<file path="config.mk">
export PLATFORM = sky130hd
export DESIGN_NAME = seg_scan_ctrl
export DESIGN_NICKNAME = d
export VERILOG_FILES = /design/src/rtl/seg_scan_pkg.sv /design/src/rtl/seg_scan_ctrl_seg7_decoder.sv /design/src/rtl/seg_scan_ctrl.sv
export SDC_FILE = /design/constraint.sdc
export NUM_CORES = 1
export LEC_CHECK = 0
export ABC_AREA = 1
export CAP_MARGIN = 20
export CORE_ASPECT_RATIO = 2
export CORE_UTILIZATION = 41
export CTS_BUF_LIST = sky130_fd_sc_hd__clkbuf_2 sky130_fd_sc_hd__clkbuf_4 sky130_fd_sc_hd__clkbuf_8
export DETAILED_ROUTE_END_ITERATION = 8
export HOLD_SLACK_MARGIN = 0.02
export MAX_ROUTING_LAYER = met4
export PLACE_DENSITY = 0.63
export SLEW_MARGIN = 10
export SYNTH_ARGS = -nofsm -noshare
export SYNTH_HDL_FRONTEND = slang
export SYNTH_SLANG_ARGS = --single-unit
</file>
<file path="constraint.sdc">
create_clock -name clk -period 2.25 [get_ports clk]
set_clock_uncertainty 0.1 [all_clocks]
set_input_delay 0.3375 -clock clk [delete_from_list [all_inputs] [get_ports clk]]
set_output_delay 0.3375 -clock clk [all_outputs]
set_load 0.005 [all_outputs]
</file>
<file path="src/rtl/seg_scan_pkg.sv">
// Shared types and 7-segment patterns ({g,f,e,d,c,b,a}, active-high) for the scan controller.
package seg_scan_pkg;

  typedef logic [3:0] digit_t;

  localparam logic [6:0] SEG_0     = 7'h3F;
  localparam logic [6:0] SEG_1     = 7'h06;
  localparam logic [6:0] SEG_2     = 7'h5B;
  localparam logic [6:0] SEG_3     = 7'h4F;
  localparam logic [6:0] SEG_4     = 7'h66;
  localparam logic [6:0] SEG_5     = 7'h6D;
  localparam logic [6:0] SEG_6     = 7'h7D;
  localparam logic [6:0] SEG_7     = 7'h07;
  localparam logic [6:0] SEG_8     = 7'h7F;
  localparam logic [6:0] SEG_9     = 7'h6F;
  localparam logic [6:0] SEG_A     = 7'h77;
  localparam logic [6:0] SEG_B     = 7'h7C;
  localparam logic [6:0] SEG_C     = 7'h39;
  localparam logic [6:0] SEG_D     = 7'h5E;
  localparam logic [6:0] SEG_E     = 7'h79;
  localparam logic [6:0] SEG_F     = 7'h71;
  localparam logic [6:0] SEG_BLANK = 7'h00;

  function automatic logic [6:0] seg_pattern(input digit_t v);
    case (v)
      4'h0:    seg_pattern = SEG_0;
      4'h1:    seg_pattern = SEG_1;
      4'h2:    seg_pattern = SEG_2;
      4'h3:    seg_pattern = SEG_3;
      4'h4:    seg_pattern = SEG_4;
      4'h5:    seg_pattern = SEG_5;
      4'h6:    seg_pattern = SEG_6;
      4'h7:    seg_pattern = SEG_7;
      4'h8:    seg_pattern = SEG_8;
      4'h9:    seg_pattern = SEG_9;
      4'hA:    seg_pattern = SEG_A;
      4'hB:    seg_pattern = SEG_B;
      4'hC:    seg_pattern = SEG_C;
      4'hD:    seg_pattern = SEG_D;
      4'hE:    seg_pattern = SEG_E;
      default: seg_pattern = SEG_F;
    endcase
  endfunction

endpackage

</file>
<file path="src/rtl/seg_scan_ctrl_seg7_decoder.sv">
// Combinational hex digit to 7-segment pattern decoder.
import seg_scan_pkg::*;

module seg7_decoder (
  input  digit_t     d,
  output logic [6:0] seg
);

  always_comb begin
    seg = seg_pattern(d);
  end

endmodule

</file>
<file path="src/rtl/seg_scan_ctrl.sv">
// Multiplexed 7-segment scan controller with prescaler, per-frame snapshot and PWM brightness.
// Optional leading-zero blanking is built when SEG_SCAN_LZB_EN is defined.
import seg_scan_pkg::*;

module seg_scan_ctrl #(
  parameter int N_DIGITS = 6,
  parameter int DIV_W    = 10,
  parameter int BRT_W    = 3
) (
  input  logic                  clk,
  input  logic                  reset,
  input  logic                  en,
  input  logic [4*N_DIGITS-1:0] digits,
  input  logic [BRT_W-1:0]      bright,
  output logic [N_DIGITS-1:0]   seg_sel,
  output logic [6:0]            seg,
  output logic [3:0]            d,
  output logic                  frame_done
);

  localparam int IDX_W = $clog2(N_DIGITS);

  logic [DIV_W-1:0]      prescaler;
  logic [IDX_W-1:0]      idx, idx_next;
  logic [4*N_DIGITS-1:0] snapshot;
  logic                  tick, last, on, visible, cur_blank;
  digit_t                d_next;
  logic [N_DIGITS-1:0]   sel_next;
  logic [6:0]            seg_dec;

  assign tick = en && (prescaler == '1);
  assign last = (idx == IDX_W'(N_DIGITS - 1));
  assign on   = (bright == '1) || (prescaler[DIV_W-1 -: BRT_W] < bright);

  // Out-of-range idx values fall back to 0 on the next tick.
  always_comb begin
    idx_next = idx;
    if (tick) begin
      if (idx >= IDX_W'(N_DIGITS - 1)) idx_next = '0;
      else                             idx_next = idx + IDX_W'(1);
    end
  end

  // Compare-based select keeps unreachable idx values from indexing past the snapshot.
  always_comb begin
    d_next   = '0;
    sel_next = '0;
    for (int unsigned i = 0; i < N_DIGITS; i++) begin
      if (idx == IDX_W'(i)) begin
        d_next                  = snapshot[4*i +: 4];
        sel_next[N_DIGITS-1-i]  = 1'b1;
      end
    end
  end

`ifdef SEG_SCAN_LZB_EN
  logic [N_DIGITS-1:0] blank;

  // A digit is blanked while every digit up to and including it is zero; the last digit always shows.
  always_comb begin : lzb
    logic seen;
    seen      = 1'b0;
    blank     = '0;
    cur_blank = 1'b0;
    for (int unsigned i = 0; i < N_DIGITS; i++) begin
      if (snapshot[4*i +: 4] != '0) seen = 1'b1;
      blank[i] = !seen && (i != N_DIGITS - 1);
      if (idx == IDX_W'(i)) cur_blank = blank[i];
    end
  end
`else
  assign cur_blank = 1'b0;
`endif

  assign visible = en && on && !cur_blank;

  seg7_decoder u_dec (
    .d   (d_next),
    .seg (seg_dec)
  );

  always_ff @(posedge clk) begin
    if (!reset) begin
      prescaler  <= '0;
      idx        <= '0;
      snapshot   <= '0;
      seg_sel    <= '0;
      seg        <= SEG_BLANK;
      d          <= '0;
      frame_done <= 1'b0;
    end else begin
      if (en) prescaler <= prescaler + DIV_W'(1);
      idx <= idx_next;
      if (tick && last) snapshot <= digits;
      frame_done <= tick && last;
      d          <= d_next;
      seg        <= visible ? seg_dec : SEG_BLANK;
      seg_sel    <= visible ? sel_next : '0;
    end
  end

endmodule

</file>
==> flow_summary.yaml <==
global_routing:
  grt_max_degree: 33
  gr-total-overflow: 0
  grt_pass1_vias: 2365
  gr-usage-all-layers: 0.2052
  antenna_found_initial: 0
  grt_pass1_wl_um: 10140
placement:
  io_buffers: 47
  place_congestion: 0.9021
  placed_area_sq_um: 3269
  dp_hpwl_um: 4750
floorplan:
  rows: 40
  die_y_um: 114.8
  core_sq_um: 6056
  dieWidth_um: 58.42
  start_util: 0.4310
  io_pins: 48
  dieArea_sq_um: 6708
sta:
  slew_viol_final: 0
  fin_crit_sh: 0.9432
  setup_viol: 0
  timing.fmax_mhz: 471.2
  tightest_slew_ps: 367.3
  relSlewSlack: 0.7548
  rsz0062_at_grt: "true"
  final.min_clock_period_ps: 2122
  fin_tns_setup_ps: 0
  finalHoldViolations: 0
flow_run:
  drv_cap: 0
critical_path:
  slowest_stage: "dfxtp_4"
  path_cells: "inv_4 > ha_4 > buf_4 > nand2_2 > buf_4 > nand2_1 > inv_1 > nand2_2 > nand2_2 > inv_1 > ha_1 > inv_2 > nand3_1 > nand2_1 > nand2_1 > a21oi_2"
  cp_max_fo: 5
  crit_family: "simple AND/OR/NAND/NOR gates"
  startpoint_type: "flip-flop"
  critPathKind: "reg -> reg"
  worstPathRequired_ps: 2400
  cp_num_buf_inv: 6
  crit_arrival_ps: 2280
  max_stage_delay_ps: 380
  worstSetupEndpointType: "flip-flop"
cts:
  clk_pin_slew_ps: 90
  ctsRootBufferMaster: "clkbuf_8"
  cts.sinks: 55
  clk_latency_ps: 310
  cts_tree: "built"
  htree_levels: 2
  cts_max_path_buffers: 2
  numCtsBuffers: 5
detailed_routing:
  vias: 2474
  firstDrtPassIters: 4
  route.detailed.drc: 0
  postRouteAntennaNets: 0
  dr.first_iter.drc_count: 91
  totalWireLength_um: 6213
  viasPerCell: 4.730
  wl_per_cell_um: 11.88
synthesis:
  ys_async_sr_fraction: 0
  ys_warn_count: 0
  ys_top_cells_by_area: "dfxtp_1 42%, nand2_1 17%, a21oi_1 7.3%"
  syn_area_per_cell_sq_um: 6.979
  yosysUniqueCellTypes: 27
  ys_seq_elements: 55
  yosysTopAreaCellShare: 0.4219
  syn_area_sq_um: 2610
  syn_nets: 419
  synth_top_cell_by_area: "dfxtp_1"
  synth_edf_count: 0
  synth_ff_type: "dfxtp_1"
  synth_seq_area_share: 0.4219
  syn_inst: 374
finish:
  antennaDiodeCount: 0
  layout-drive-gt1-share: 0.1458
  n_fill_cell: 599
  utilization: 0.5746
  finalNetCount: 485
  final_area_sq_um: 3480
  syn_to_final_growth_pct: 33.32
pwr:
  ir_drop_mv: 0.3844
  power_density_nw_per_um2: 465.7
  p_total_mw: 1.620
  p_leak_nw: 1.437
outcome:
  outcome: "finished clean"
min_path:
  hold_class: "reg -> reg"
==> cells in the final DEF (no fill, tap or decap), types with 2 or more instances in the layout <==
master,synthesis,layout
inv_2,4,7
a21oi_1,38,36
ha_1,15,10
nand2_2,6,8
inv_1,41,35
nor2_1,44,41
nor2_4,0,3
inv_4,0,3
a211oi_1,3,3
clkbuf_8,0,5
nor3_1,2,2
dfxtp_4,0,2
dfxtp_1,55,53
clkdlybuf4s50_1,0,47
nand2_1,115,113
nand3_1,20,20
ha_2,0,2
o21ai_0,9,8
buf_4,1,21
ha_4,0,3
a21oi_2,1,3
==> path summary, 6_finish.rpt <==
path / startpoint / to / slack (ps) / cells after the start
min reg2reg: snapshot[4]$_SDFFE_PN0P_ / snapshot[4]$_SDFFE_PN0P_ / 370 / 2
max reg2reg: idx[1]$_SDFFE_PN0P_ / seg[0]$_SDFF_PN0_ / 130 / 16
min: snapshot[4]$_SDFFE_PN0P_ / snapshot[4]$_SDFFE_PN0P_ / 370 / 2
max: idx[1]$_SDFFE_PN0P_ / seg[0]$_SDFF_PN0_ / 130 / 16
==> cell type report <==
class | instances | area [sq um] | share of cell area
Multi-Input combinational cell | 264 | 1365 | 0.3923
Sequential cell | 55 | 1109 | 0.3186
Timing Repair Buffer | 69 | 648.1 | 0.1863
Inverter | 45 | 176.4 | 0.05070
Tap cell | 84 | 105.1 | 0.03020
Clock buffer | 6 | 76.32 | 0.02193
==> synth_stat cells, types with 2 or more instances <==
cell type  count
a211oi_1       3
a21oi_1       38
buf_6          2
clkbuf_1       7
dfxtp_1       55
ha_1          15
inv_1         41
inv_2          4
nand2_1      115
nand2_2        6
nand3_1       20
nor2_1        44
nor3_1         2
o21ai_0        9
==> power by group <==
part           internal (mW)  switching [mW]  total, mW
clock network          0.220           0.301      0.521
logic                 0.0722          0.0413      0.113
registers              0.981         0.00465      0.986
==> registers in the layout (all words and copies together) (netlist names) <==
register	cells
prescaler	10
idx	3
seg	7
d	4
snapshot	24
frame_done	1
seg_sel	6
==> logic make-up (layout without fill, tap and decap cells) <==
family,after synthesis,in the layout,share of synthesized area
simple gates,195,195,0.3107
flops,55,55,0.4219
compound gates,54,54,0.1093
fa+ha+maj,15,15,0.07191
buf+inv,55,120,0.08629
==> per-stage QoR <==
stage	hold slack (ps)	worst slack, ps	instances
final	370.1	127.8	523
after global routing	388.8	-9.099	523
after CTS	369.7	9.272	518
after detailed placement	356.8	-147.1	512
after global placement	354.7	-152.1	512
after floorplan	342.2	179.3	374
==> tightest hold or removal path, cell delays in order (launching register included) <==
cell and delay [ps]:
dfxtp_1 320, nand2_1 60, a21oi_1 50
==> metal layers <==
metal | GRT usage | vias to the layer above | wire, um
li1 | - | 1307 | -
met1 | 0.1936 | 1108 | 2401
met2 | 0.3870 | 47 | 3501
met3 | 0.03150 | 12 | 162
met4 | 0.1000 | 0 | 148
met5 | - | - | 0
==> what timing repair did <==
action	CTS	global route
setup endpoints to repair	6	7
setup buffers	0	5
resized for setup	7	26
hold buffers	0	0
pin swaps	0	2
Power figures use the tool's default switching activity.
==> edit 1: new RTL, same flow settings <==
Add an input register stage for `en`, `digits` and `bright`, without a reset; this delays them by one clock.
--- a/src/rtl/seg_scan_ctrl.sv
+++ b/src/rtl/seg_scan_ctrl.sv
@@ -22,2 +22,12 @@
 
+  logic en_q;
+  logic [4*N_DIGITS-1:0] digits_q;
+  logic [BRT_W-1:0] bright_q;
+
+  always_ff @(posedge clk) begin
+    en_q     <= en;
+    digits_q <= digits;
+    bright_q <= bright;
+  end
+
   logic [DIV_W-1:0]      prescaler;
@@ -30,5 +40,5 @@
 
-  assign tick = en && (prescaler == '1);
+  assign tick = en_q && (prescaler == '1);
   assign last = (idx == IDX_W'(N_DIGITS - 1));
-  assign on   = (bright == '1) || (prescaler[DIV_W-1 -: BRT_W] < bright);
+  assign on   = (bright_q == '1) || (prescaler[DIV_W-1 -: BRT_W] < bright_q);
 
@@ -74,3 +84,3 @@
 
-  assign visible = en && on && !cur_blank;
+  assign visible = en_q && on && !cur_blank;
 
@@ -91,5 +101,5 @@
     end else begin
-      if (en) prescaler <= prescaler + DIV_W'(1);
+      if (en_q) prescaler <= prescaler + DIV_W'(1);
       idx <= idx_next;
-      if (tick && last) snapshot <= digits;
+      if (tick && last) snapshot <= digits_q;
       frame_done <= tick && last;
Behaviour: not the same (a bounded check fails within 4 cycles, from zero or initial values and one cycle with reset low).
==> edit 1 against the original RTL <==
  * Critical path depth shrank 2
  * Die area grew 20%
  * Clock power grew 130%
  * Critical endpoint is now seg[3]
  * Area after synthesis grew 20%
  * Largest cell class is now registers
  * First-iteration DRC count grew 45%
  * Power grew 74%
  * Sequential cell count grew 28
  * Fmax grew 3.3%
  * Synthesized cell count grew 1.6%
  * Setup slack gained 67 ps
  * Routed wire length shrank 3.2%
  * Final area grew 17%
==> edit 1: results (changes against the original RTL) <==
DP Cell Count 520 (+1.6%); maximum vdd drop 0.750 mV (+95%); maximum level of the CTS H-tree 3 (+1); CP Max Fanout 6 (+1); Post-Syn Instances 380 (+1.6%); Critical-path top delay cell dfxtp_2; Initial DRC Count 132 (+45%); CP startpoint idx[0]; Total Routing Usage GR 17.1% (-3.4 points); Final Worst Setup Slack 195 ps (+67.4 ps); Worst path max stage delay 360 ps (-20 ps); register area share after synthesis 52.9% (+11 points); Post-synth top cells dfxtp_1 (83), nand2_1 (58), inv_1 (46); worst hold path type in2reg; cell family with most CP delay adder cells; outcome finished, final reports clean; critical path arrival 2240 ps (-40 ps); Clock Latency Late Sink 350 ps (+40 ps); largest net degree at the start of global routing 30 (-9.1%); wire length of the first global-routing pass 10300 um (+1.2%); synthesized net count 425 (+1.4%); sw frac 19.6% (-1.8 points); largest registers digits_q (24), snapshot (24), prescaler (10); Fillers 694 (+16%); Nets 484 (-0.21%); vias in the first global route 2404 (+1.6%); Post-Place Setup Slack -74.5 ps (+72.6 ps); non-filler instance count after layout 536 (+2.5%); wire length per cell 11.2 um (-5.6%); Worst slew margin 70.4% (-5.1 points); GP Congestion 0.871 (-3.4%)
[edit 1: timing repair]
item	CTS	global route
cloned	0	0
pin swaps	0	0
hold buffers	0	0
resized for setup	2	20
endpoints found under the setup margin	4	9
[edit 1: layer usage]
metal	wire [um]	up-vias	part of all wire, %	track usage, %
met4	182	0	3.0	9.22
met2	3260	58	54	29.7
met5	0	-	0	-
met3	194	12	3.2	4.98
met1	2380	1136	39	16.6
li1	-	1340	-	-
[edit 1: layout make-up]
cell class	count	area share, %
Clock buffer	12	3.91
Clock inverter	4	1.79
Inverter	53	4.90
Multi-Input combinational cell	234	32.0
Sequential cell	83	40.9
Tap cell	92	2.83
Timing Repair Buffer	58	13.6
[edit 1: path summary, 6_finish.rpt]
check / to / cells after the start
worst min-delay path: digits_q[21] / 1
worst min register to register: snapshot[8] / 2
worst max-delay path: seg[3] / 14
worst max register to register: seg[3] / 14
[edit 1: per-stage QoR]
stage	TNS (ps)	util [%]	hold slack, ps
2_1_floorplan	0	-	265
3_5_place_dp	-183	51.4	346
3_3_place_gp	0	51.4	338
6_report	0	55.5	317
5_1_grt	0	55.5	294
4_1_cts	0	54.6	295
[edit 1: kinds of logic (layout without fill, tap and decap cells)]
| family | count (synthesis) | count (layout) | synth area share, % |
|---|---|---|---|
| DFF | 83 | 83 | 52.9 |
| buffers and inverters | 63 | 127 | 7.89 |
| AOI/OAI and AO/OA | 79 | 79 | 13.1 |
| adders and majority gates | 15 | 15 | 5.97 |
| and+or+nand+nor | 140 | 140 | 20.2 |
[edit 1: worst reg2reg max path, cell delays in order (launching register included)]
cell	delay, ps
dfxtp_2	360
ha_1	210
ha_1	210
inv_1	90
o21ai_1	60
inv_1	50
nand2_1	40
nand2_1	50
nand2_1	90
nand2_4	110
inv_1	80
ha_1	200
nand2_1	110
nand3_1	70
a21oi_1	140
[edit 1: power by group through the flow]
| stage | Combinational (W) | Clock, W | Sequential, W |
|---|---|---|---|
| after detailed placement | 0.000112 | 0 | 0.00155 |
| after floorplan | 0.0000371 | 0 | 0.00155 |
| after global placement | 0.000110 | 0 | 0.00155 |
| after global routing | 0.000123 | 0.00130 | 0.00152 |
| after CTS | 0.000112 | 0.00123 | 0.00152 |
| final | 0.000111 | 0.00120 | 0.00152 |
==> edit 2: new RTL, same settings <==
Without the edit above. Add a define of `SEG_SCAN_LZB_EN`.
--- a/src/rtl/seg_scan_ctrl.sv
+++ b/src/rtl/seg_scan_ctrl.sv
@@ -2,2 +2,4 @@
 // Optional leading-zero blanking is built when SEG_SCAN_LZB_EN is defined.
+`define SEG_SCAN_LZB_EN
+
 import seg_scan_pkg::*;
Behaviour: not the same (a bounded check fails within 4 cycles, from zero or initial values and one cycle with reset low).
==> edit 2 against the original RTL <==
  * Power is 1.0% higher
  * Setup slack better by 26 ps
  * Area after synthesis is 5.6% higher
  * Final cell count is 4.0% higher
  * Routed wire length is 9.0% higher
  * Sequential cell count stayed put
  * Critical path depth is 2 lower
  * Final area is 4.4% higher
  * Largest cell class unchanged
  * Largest power group unchanged
==> edit 2: results (changes against the original RTL) <==
outcome finished, final reports clean; top cells by area, synth dfxtp_1 (40%), a21oi_1 (8.0%), inv_1 (7.9%); r2r setup slk 150 ps (+30 ps); wire length of the first global-routing pass 11200 um (+10%); Min Hold Slack 373 ps (+2.53 ps); GP Congestion 0.942 (+4.4%); Yosys top cell area share 40.0% (-2.2 points); CP Max Fanout 8 (+3); Worst R2R Path Depth 14 (-2); critical path arrival 2250 ps (-30 ps); share of cells above drive strength 1 15.5% (+0.92 points); synthesized net count 428 (+2.1%); wire length per cell 12.5 um (+4.8%); largest net degree at the start of global routing 29 (-12%); maximum vdd drop 0.328 mV (-15%); Fillers 656 (+9.5%); register area share after synthesis 40.0% (-2.2 points); Lkg Pwr 1.61 nW (+12%); vias in the first global route 2606 (+10%); Cell Area, Placed 0.00349 mm2 (+6.7%); min cycle time layout 2100 ps (-25.9 ps); Nets 502 (+3.5%); Total Routing Usage GR 21.5% (+1.0 points); Vias/cell 4.88 (+3.1%); post-DP HPWL 5440 um (+15%); Unique masters post-synth 30 (+11%); Post-synth top cells inv_1 (58), nand2_1 (58), dfxtp_1 (55)
## edit 2: cell types whose count changed in the layout (fill, tap and decap cells not counted), sizes merged, moves of 2 or more
cell    change
inv        +18
buf         +8
nor3        +4
nor2        -2
o21ai      +32
nand2      -58
a21oi       +5
nand4       +2
a211oi      -3
clkinv      +2
nand3       +9
## edit 2: cells by family (layout without fill, tap and decap cells)
kind of cell    Yosys count  count (layout)  share of synthesized area, %
simple gates            150             150                          24.7
compound gates           89              89                          16.7
buf+inv                  74             149                          11.8
flops                    55              55                          40.0
fa+ha+maj                15              15                          6.81
## edit 2: area by class of cell
cell class | instances | area [um2] | area share (%)
well taps | 86 | 108 | 2.96
clock buffers | 7 | 83.8 | 2.31
flip-flops and latches | 55 | 1110 | 30.4
clock inverters | 1 | 5.00 | 0.138
repair buffers | 77 | 708 | 19.5
multi-input cells | 254 | 1380 | 37.9
inverters | 64 | 245 | 6.75
## edit 2: what timing repair did
item | CTS | global route
resized for setup | 0 | 22
endpoints found under the setup margin | 0 | 7
endpoints found under the hold margin | 0 | 0
## edit 2: per-layer routing
layer	vias up	GRT usage [%]	wire, um
li1	1378	-	-
met1	1207	19.7	2390
met2	52	39.9	4020
met3	17	3.30	158
met4	0	11.3	208
met5	-	-	0
## edit 2: per-stage QoR
stage	power, W	cells	util (%)
3_3_place_gp	0.00110	536	54.4
5_1_grt	0.00170	544	56.7
6_report	0.00164	544	56.7
4_1_cts	0.00165	544	55.8
2_1_floorplan	0.00103	383	-
3_5_place_dp	0.00110	536	54.4
## edit 2: worst max-delay path, stage by stage (launching register included)
cell and delay [ps]:
dfxtp_4 380, inv_2 90, ha_2 210, nand2_4 90, o21ai_1 120, inv_1 40
nand2_1 60, nand2_1 50, nand2_1 60, nand2_2 60, buf_4 160, ha_1 260
nand3_1 100, nand3_1 100, nor2_1 150
## edit 2: worst paths after layout
check | start | to
hold reg to reg | snapshot[15] | snapshot[15]
setup reg to reg | idx[0] | seg[4]
setup / recovery | idx[0] | seg[4]
hold / removal | snapshot[15] | snapshot[15]
## edit 2: where the power goes
part            total, W  switching, W  leakage [nW]  internal, W
sequential      0.000977    0.00000275         0.445     0.000975
combinational  0.0000997     0.0000376          1.12    0.0000621
clock           0.000560      0.000316        0.0491     0.000243
total            0.00164      0.000357          1.61      0.00128
